## config.mk

```make
export PLATFORM = sky130hd
export DESIGN_NAME = hit_readout_tx
export DESIGN_NICKNAME = d
export VERILOG_FILES = /design/src/rtl/hit_readout_pkg.sv /design/src/rtl/uart_tx_byte.sv /design/src/rtl/hit_readout_tx.sv
export SDC_FILE = /design/constraint.sdc
export NUM_CORES = 1
export LEC_CHECK = 0
export ABC_AREA = 1
export CAP_MARGIN = 10
export CORE_ASPECT_RATIO = 0.5
export CORE_MARGIN = 5
export CORE_UTILIZATION = 48
export CTS_CLUSTER_DIAMETER = 50
export DETAILED_ROUTE_END_ITERATION = 7
export GPL_TIMING_DRIVEN = 0
export HOLD_SLACK_MARGIN = 0.12
export PLACE_DENSITY = 0.68
export SYNTH_ARGS = -nofsm -noshare
export SYNTH_HDL_FRONTEND = slang
export SYNTH_HIERARCHICAL = 1
export SYNTH_SLANG_ARGS = --single-unit
```

## constraint.sdc

```tcl
create_clock -name clk -period 1.7 [get_ports clk]
set_input_delay 0.17 -clock clk [delete_from_list [all_inputs] [get_ports clk]]
set_output_delay 0.17 -clock clk [all_outputs]
set_load 0.01 [all_outputs]
```

## src/rtl/hit_readout_pkg.sv

```systemverilog
// Shared constants, FSM state codes and frame-length helper for the hit readout transmitter.
// Define HIT_READOUT_TIMESTAMP_EN to add a 4-byte cycle timestamp to every frame.
package hit_readout_pkg;

  localparam logic [7:0] FRAME_HDR = 8'hA5;
  localparam int         TS_BYTES  = 4;

  localparam logic [2:0] ST_IDLE    = 3'd0;
  localparam logic [2:0] ST_COINC   = 3'd1;
  localparam logic [2:0] ST_CAPTURE = 3'd2;
  localparam logic [2:0] ST_SEND    = 3'd3;
  localparam logic [2:0] ST_HOLDOFF = 3'd4;

  // Header + hit bytes + optional timestamp + checksum.
  function automatic int frame_len(input int n_ch);
`ifdef HIT_READOUT_TIMESTAMP_EN
    return 2 + n_ch / 8 + TS_BYTES;
`else
    return 2 + n_ch / 8;
`endif
  endfunction

endpackage

```

## src/rtl/uart_tx_byte.sv

```systemverilog
// 8N1 byte serialiser, LSB first. ready rises during the final stop-bit cycle so a start
// issued then chains the next start bit with no idle gap (CLKS_PER_BIT must be >= 2).
module uart_tx_byte #(
  parameter int CLKS_PER_BIT = 868
) (
  input  logic       clk,
  input  logic       rst,
  input  logic       start,
  input  logic [7:0] data,
  output logic       ready,
  output logic       tx
);

  localparam int CW = $clog2(CLKS_PER_BIT);

  logic [CW-1:0] cnt_reg;
  logic [3:0]    bit_reg;
  logic [8:0]    shift_reg;
  logic          busy_reg;
  logic          tx_reg;

  always_ff @(posedge clk) begin
    if (rst) begin
      cnt_reg   <= '0;
      bit_reg   <= '0;
      shift_reg <= '1;
      busy_reg  <= 1'b0;
      tx_reg    <= 1'b1;
    end else if (!busy_reg) begin
      if (start) begin
        busy_reg  <= 1'b1;
        tx_reg    <= 1'b0;
        shift_reg <= {1'b1, data};
        cnt_reg   <= '0;
        bit_reg   <= '0;
      end
    end else if (bit_reg == 4'd9 && cnt_reg == CW'(CLKS_PER_BIT - 2)) begin
      // Last stop-bit cycle is spent in the ready state, where tx already idles high.
      busy_reg <= 1'b0;
      cnt_reg  <= '0;
    end else if (cnt_reg == CW'(CLKS_PER_BIT - 1)) begin
      cnt_reg   <= '0;
      bit_reg   <= bit_reg + 4'd1;
      tx_reg    <= shift_reg[0];
      shift_reg <= {1'b1, shift_reg[8:1]};
    end else begin
      cnt_reg <= cnt_reg + CW'(1);
    end
  end

  assign ready = !busy_reg;
  assign tx    = tx_reg;

endmodule

```

## src/rtl/hit_readout_tx.sv

```systemverilog
// Hit readout: coincidence wait, snapshot + latch clear, then one framed UART packet per event.
// Optional HIT_READOUT_TIMESTAMP_EN inserts a 32-bit cycle timestamp (MSB first) after the hits.
module hit_readout_tx
  import hit_readout_pkg::*;
#(
  parameter int N_CH           = 8,
  parameter int CLKS_PER_BIT   = 868,
  parameter int COINC_CYCLES   = 16,
  parameter int HOLDOFF_CYCLES = 64
) (
  input  logic            clk,
  input  logic            rst,
  input  logic [N_CH-1:0] hits,
  output logic            clr_latch,
  output logic            tx,
  output logic            busy,
  output logic [15:0]     frame_cnt
);

  localparam int HIT_BYTES = N_CH / 8;
  localparam int FRAME_LEN = frame_len(N_CH);
`ifdef HIT_READOUT_TIMESTAMP_EN
  localparam int PAY_BYTES = HIT_BYTES + TS_BYTES;
`else
  localparam int PAY_BYTES = HIT_BYTES;
`endif

  logic [2:0]      state_reg;
  logic [15:0]     coinc_reg;
  logic [31:0]     hold_reg;
  logic [N_CH-1:0] snap_reg;
  logic [15:0]     idx_reg;
  logic [7:0]      csum_reg;
  logic [15:0]     frame_cnt_reg;
  logic [7:0]      payload [PAY_BYTES];
  logic [7:0]      pay_byte;
  logic [7:0]      tx_byte;
  logic            uart_ready;
  logic            send_start;

  genvar gi;
  generate
    for (gi = 0; gi < HIT_BYTES; gi++) begin : g_hit_bytes
      assign payload[gi] = snap_reg[gi*8 +: 8];
    end
  endgenerate

`ifdef HIT_READOUT_TIMESTAMP_EN
  logic [31:0] ts_cnt_reg;
  logic [31:0] ts_snap_reg;

  generate
    for (gi = 0; gi < TS_BYTES; gi++) begin : g_ts_bytes
      assign payload[HIT_BYTES + gi] = ts_snap_reg[31 - gi*8 -: 8];
    end
  endgenerate

  always_ff @(posedge clk) begin
    if (rst) begin
      ts_cnt_reg  <= '0;
      ts_snap_reg <= '0;
    end else begin
      ts_cnt_reg <= ts_cnt_reg + 32'd1;
      if (state_reg == ST_IDLE && |hits)
        ts_snap_reg <= ts_cnt_reg;
    end
  end
`endif

  // idx 0 is the header, 1..PAY_BYTES the payload, FRAME_LEN-1 the checksum.
  always_comb begin
    pay_byte = '0;
    for (int i = 0; i < PAY_BYTES; i++)
      if (idx_reg == 16'(i + 1))
        pay_byte = payload[i];
    if (idx_reg == 16'd0)
      tx_byte = FRAME_HDR;
    else if (idx_reg == 16'(FRAME_LEN - 1))
      tx_byte = csum_reg;
    else
      tx_byte = pay_byte;
  end

  assign send_start = (state_reg == ST_SEND) && uart_ready && (idx_reg != 16'(FRAME_LEN));

  always_ff @(posedge clk) begin
    if (rst) begin
      state_reg     <= ST_IDLE;
      coinc_reg     <= '0;
      hold_reg      <= '0;
      snap_reg      <= '0;
      idx_reg       <= '0;
      csum_reg      <= '0;
      frame_cnt_reg <= '0;
    end else begin
      case (state_reg)
        ST_IDLE: begin
          if (|hits) begin
            state_reg <= ST_COINC;
            coinc_reg <= '0;
          end
        end
        ST_COINC: begin
          if (coinc_reg == 16'(COINC_CYCLES - 1))
            state_reg <= ST_CAPTURE;
          else
            coinc_reg <= coinc_reg + 16'd1;
        end
        ST_CAPTURE: begin
          snap_reg  <= hits;
          idx_reg   <= '0;
          csum_reg  <= '0;
          state_reg <= ST_SEND;
        end
        ST_SEND: begin
          if (uart_ready) begin
            if (idx_reg == 16'(FRAME_LEN)) begin
              // ready here means the final stop bit is on the line this cycle.
              frame_cnt_reg <= frame_cnt_reg + 16'd1;
              hold_reg      <= '0;
              state_reg     <= (HOLDOFF_CYCLES == 0) ? ST_IDLE : ST_HOLDOFF;
            end else begin
              idx_reg <= idx_reg + 16'd1;
              if (idx_reg != 16'd0)
                csum_reg <= csum_reg ^ tx_byte;
            end
          end
        end
        ST_HOLDOFF: begin
          if (hold_reg == 32'(HOLDOFF_CYCLES - 1))
            state_reg <= ST_IDLE;
          else
            hold_reg <= hold_reg + 32'd1;
        end
        default: state_reg <= ST_IDLE;
      endcase
    end
  end

  uart_tx_byte #(
    .CLKS_PER_BIT(CLKS_PER_BIT)
  ) u_uart (
    .clk  (clk),
    .rst  (rst),
    .start(send_start),
    .data (tx_byte),
    .ready(uart_ready),
    .tx   (tx)
  );

  assign clr_latch = (state_reg == ST_CAPTURE);
  assign busy      = (state_reg != ST_IDLE);
  assign frame_cnt = frame_cnt_reg;

endmodule

```

# After elaboration in Yosys (flattened, before gate mapping)
# Index checks and enable logic that the tools add are counted.
# classes
eq_ne	24
addsub	6
div_mod_pow	0
shift	0
n_mux	42
mul	0
n_lt_le_gt_ge	0
n_bitwise	2
reduce_logical	20
# ops
op	n
2-to-1 mux 32 bit	3
2-to-1 mux 16 bit	4
case mux 16 bit (2 select lines)	2
case mux 32 bit (2 select lines)	1
adder 16 x 1 -> 16 bit (second input constant)	3
2-to-1 mux 8 bit	6
2-to-1 mux 10 bit	4
2-to-1 mux 9 bit	4
adder 32 x 1 -> 32 bit (second input constant)	1
== test 16 x 2 -> 1 bit (second input constant)	2
== test 32 x 6 -> 1 bit (second input constant)	1
== test 10 bit (second input constant)	2
!= test 2 bit (second input constant)	9
== test 16 x 1 -> 1 bit (second input constant)	1
== test 16 x 4 -> 1 bit (second input constant)	1
zero test 16 bit	1
2-to-1 mux 4 bit	4
!= test 16 x 2 -> 1 bit (second input constant)	1
case mux 8 bit (2 select lines)	1
nonzero test 16 bit	1
2-to-1 mux 3 bit	5
case mux 3 bit (5 select lines)	1
AND reduction 3 bit	4
adder 10 x 1 -> 10 bit (second input constant)	1
17 further kinds	31
# word_totals
regBits	124
in_bits	10
elab_cells	106
output_inout_bits	19
ram_bits	0
mem_count	0
latchBits	0
rom_bits	0

# Depth between registers and ports, before layout
# logic_depth
word_depth	9
depth_mapped	13
depth_no_buf	12

# Cells and area by module
# Netlist, hierarchy kept.
# modules_own_cells
module	instances	area_each_um2	cells_each	seq_area_each_um2
hit_readout_tx	1	6033.3	972	1981.9
uart_tx_byte	1	1410.1	225	480.5

# Worst setup path before layout
# OpenSTA, ideal clock, no wires.
# synth_timing
kind	register to register
start	register coinc_reg[0]
end	register coinc_reg[1]
required_time_ns	1.583
setup_ns	0.117
path_slack_ns	0.019
stages_incl_launch_ff	13
t_arrival_ns	1.564
synth_period_minus_slack_ns	1.681
n_path_buf	1
path_cell_list	dfxtp_1 ha_1 nand2_1 inv_1 nand2_1 nor2_1 nand2_1 nand2_2 a21oi_2 inv_2 buf_4 a21oi_1 nor2_1
# synth_via
elab_chain_cells	3
word_cells_on_any_way	6
cone_classes	add/sub: 1; eq/ne: 2; mux: 2; reduce/logical: 1
# synth_rtl
element	line_no	rtl
start, declared	hit_readout_tx.sv:29	logic [15:0] coinc_reg;
start signal, assigned	hit_readout_tx.sv:107	coinc_reg <= coinc_reg + 16'd1;
adder 16 x 1 -> 16 bit or == test 16 x 4 -> 1 bit (tied branches)	hit_readout_tx.sv:107, hit_readout_tx.sv:104	
2-to-1 mux 16 bit or != test 2 bit (tied branches)	-	
case mux 16 bit (2 select lines) or AND reduction 3 bit (tied branches)	-	
# Parallel ways exist; a longest one is shown, timed or not. The select of a mux whose other input is x is not followed.
# A chain may end at the register's enable or synchronous reset.

# Worst setup path in the final report
# layout_timing
start	register u_uart.busy_reg
end	register csum_reg[3]
# layout_via
elab_chain_cells	2
# layout_rtl
element	line_no	rtl
start, declared	uart_tx_byte.sv:19	logic busy_reg;
start signal, assigned	uart_tx_byte.sv:27	busy_reg <= 1'b0;
start signal, assigned	uart_tx_byte.sv:31	busy_reg <= 1'b1;
start signal, assigned	uart_tx_byte.sv:39	busy_reg <= 1'b0;
!= test 2 bit (no source line)	-	
AND reduction 4 bit (no source line)	-	
end signal, assigned	hit_readout_tx.sv:125	csum_reg <= csum_reg ^ tx_byte;
end, declared	hit_readout_tx.sv:33	logic [7:0] csum_reg;
# Every way passes these cells.

==> run_results.csv <==
group,metric,value,unit
critical_path,startpoint_type,"flip-flop",
clock_network,cts_tree,"done",
synth,synth-edff-count,0,
sta,max-slew-margin-rel,0.535,
final_layout,largest_reg_flops,32,
pwr,ir_worst_vdd,0.000902,V
critical_path,cp_slowest_cell,"dfxtp_1",
sta,finClkSkew,8.64,ps
sta,hold_ws,168,ps
critical_path,critPathMaxStageDelay,300,ps
clock_network,cts_buffers,17,
synth,synth-seq-cells,123,
global_routing,grt_pass1_wl,33.2,mm
critical_path,required,2010,ps
placed_design,dp_hpwl,14.0,mm
global_routing,grt_max_degree,17,
min_path,hold_end,"u_uart/cnt_reg[7]",
min_path,min_path_cells,2,
synth,ys_async_sr_fraction,0,
critical_path,cp_common_cell,"buf_4",
sta,hold_viol,0,
sta,final_max_slew_viol_count,0,
final_layout,num_antenna_cells,0,
final_layout,nNetsFinal,1319,
critical_path,timing.rr.start,"u_uart/busy_reg",
synth,syn_area,0.00744,mm^2
critical_path,setup.worst_path.class,"reg -> reg",
global_routing,gr-usage-all-layers,0.220,
clock_network,cts_max_level,4,
routing,drt_iter0_drc,564,
clock_network,clkSinkCount,123,
run_status,status,"finished with violations",
floorplan,ios,29,
critical_path,worstReg2RegEnd,"csum_reg[3]",
global_routing,grtUsageMet3,0.0424,
routing,final_antenna_net_count,0,
clock_network,path_clk_slew,60,ps
floorplan,rows,32,
global_routing,antenna_found_initial,0,
critical_path,crit_start,"u_uart/busy_reg",
synth,avgSynthCellArea,6.22,um^2
min_path,hp-start,"rst",
floorplan,die-width,186,um
job,max-cap-violations,0,
routing,wire_per_inst,14.3,um
clock_network,insertion_delay,420,ps
sta,min_period_over_period,1.02,
placed_design,gp_congestion,0.942,
final_layout,drive_above_1_share,0.229,
sta,setup_slack,-29.2,ps
global_routing,grt_busiest_layer,"met2",
floorplan,die-area,0.0182,mm^2
sta,max_freq,578,MHz
sta,rsz0062_at_grt,"true",
sta,period_needed,1730,ps
global_routing,grt_pass1_vias,7044,
clock_network,clockBufferDepth,2,
sta,setup_tns,-105,ps
sta,setup_viol,9,
pwr,power_leakage,0.00363,uW
global_routing,gr-usage-met1,0.284,
synth,yosysWarnings,6,
routing,routed_wirelength,21.6,mm
critical_path,cp.buffers_inverters,5,
routing,firstDrtPassIters,7,
routing,vias_per_cell,5.33,
floorplan,coreArea,0.0153,mm^2
global_routing,grtUsageMet2,0.378,
run_status,violations,"negative setup slack",
floorplan,die_y,98.1,um
critical_path,crit_family,"buffers and inverters",
routing,vias,8080,
min_path,hold_path.class,"in -> reg",
critical_path,reg2reg_depth,9,
synth,syn-num-nets,1218,
critical_path,r2r_slack,-30,ps
routing,drcViolationCount,0,
critical_path,critPathArrivalTime,2040,ps
synth,synthDistinctLibCells,36,
critical_path,path_cells,"buf_4 -> inv_4 -> buf_8 -> inv_1 -> a21oi_2 -> nand3_4 -> buf_4 -> nor3_1 -> nor2_1",
critical_path,endpoint_kind,"flip-flop",
pwr,p_per_area,1030,mW/mm^2
critical_path,crit_fanout,9,
final_layout,syn_to_final_growth,32.1,%
final_layout,fillers,1342,
clock_network,root_buffer,"clkbuf_16",
synth,synth_ff_type,"dfxtp_1",
synth,synth_cells,1197,
floorplan,start_util,0.487,
sta,tightest_slew,697,ps
placed_design,port_buffers,27,
global_routing,overflow,0,
synth,yosysSeqAreaShare,0.331,
## kinds of logic (layout without fill, tap and decap cells)
kind of cell | Yosys count | after routing | share of synthesized area
flip-flops | 123 | 123 | 0.331
AO/OA/AOI/OAI | 134 | 134 | 0.0921
buffers and inverters | 154 | 266 | 0.0872
adder cells (fa/ha/maj) | 11 | 11 | 0.0185
AND/OR/NAND/NOR | 756 | 758 | 0.449
XOR/XNOR | 19 | 19 | 0.0224
## synth_stat cells, types with 16 or more instances
master    instances  area (um^2)
nor3_1           50          250
nand2_1         345         1290
nand3_1         115          576
a21oi_1          98          490
dfxtp_1         123         2460
clkbuf_1         17         63.8
xor2_1           16          140
nor2_1          168          631
inv_1           108          405
o21ai_0          30          150
nand4_1          33          206
## worst register-to-register path, stage by stage (launching register included)
cell and delay (ps):
dfxtp_1 300, buf_4 180, inv_4 90, buf_8 130, inv_1 110, a21oi_2 180, nand3_4 170, buf_4 190
nor3_1 210, nor2_1 80
## metrics by stage
| step | setup slack (ps) | utilization | cell area (um^2) | power [uW] | instances |
|---|---|---|---|---|---|
| finish | -29.2 | 0.643 | 9830 | 10100 | 1515 |
| global route | -123 | 0.643 | 9830 | 10600 | 1515 |
| CTS | -17.4 | 0.588 | 9000 | 9560 | 1482 |
| detailed placement | -383 | 0.521 | 7970 | 5150 | 1428 |
| global placement | -362 | 0.521 | 7970 | 5130 | 1428 |
| floorplan | 19.3 | - | 7440 | 4640 | 1197 |
## worst max-delay path by stage
stage                     cells past startpoint  slack [ps]                 to
final                                         9         -30        csum_reg[3]
after global routing                          9        -120        csum_reg[3]
after CTS                                    10         -20        csum_reg[7]
after detailed placement                     12        -380       coinc_reg[0]
after global placement                        9        -360  u_uart/cnt_reg[0]
after floorplan                              12          20       coinc_reg[1]
## cell type report
| class | instances | area, um^2 | area share |
|---|---|---|---|
| repair buffers | 82 | 736 | 0.0748 |
| clock buffers | 20 | 467 | 0.0475 |
| flip-flops and latches | 123 | 2510 | 0.255 |
| inverters | 119 | 468 | 0.0476 |
| plain buffers | 32 | 233 | 0.0237 |
| multi-input cells | 922 | 4970 | 0.505 |
| well taps | 204 | 255 | 0.0260 |
| repair inverters | 1 | 7.51 | 0.000763 |
| clock inverters | 12 | 193 | 0.0196 |
## timing repair
action | in CTS | in global routing
gates resized for setup | 65 | 162
hold buffers | 0 | 0
setup buffers | 21 | 30
pin swaps | 10 | 43
gates cloned | 2 | 5
endpoints found under the setup margin | 118 | 114
## power by group
group	internal (uW)	switching [uW]
Clock	2710	1390
Combinational	1070	1610
Sequential	3110	212
Total	6880	3220
## cells in the final DEF, fill, tap and decap left out, types with 3 or more instances in the layout
cell type	Yosys	routed
buf_4	4	50
nor3_2	1	9
nor2_1	168	147
dfxtp_4	0	7
nand3b_1	3	3
ha_1	11	5
nand2_1	345	313
nand4_1	33	33
inv_4	1	4
nand2_4	2	18
buf_6	6	12
clkbuf_8	0	3
nor2_4	3	18
o21ai_0	30	28
nor2_2	11	19
inv_2	10	11
buf_8	0	4
nand3_2	3	6
clkinv_2	0	5
clkdlybuf4s50_1	0	25
xnor2_1	3	3
xor2_1	16	16
a21oi_1	98	67
nand2_2	8	24
ha_4	0	6
dfxtp_1	123	101
nand3_1	115	107
clkbuf_2	0	3
nand3_4	0	5
dfxtp_2	0	15
clkbuf_16	0	19
nor3_1	50	41
inv_1	108	102
bufinv_16	0	5
or2_2	8	8
buf_2	7	3
o21bai_1	3	3
a21oi_2	1	31
clkbuf_1	17	12
## per-layer routing
metal,part of all wire,vias up
met5,0,-
met4,0.015,0
met3,0.052,33
li1,-,4094
met2,0.49,214
met1,0.44,3739
Power figures use the tool's default switching activity.
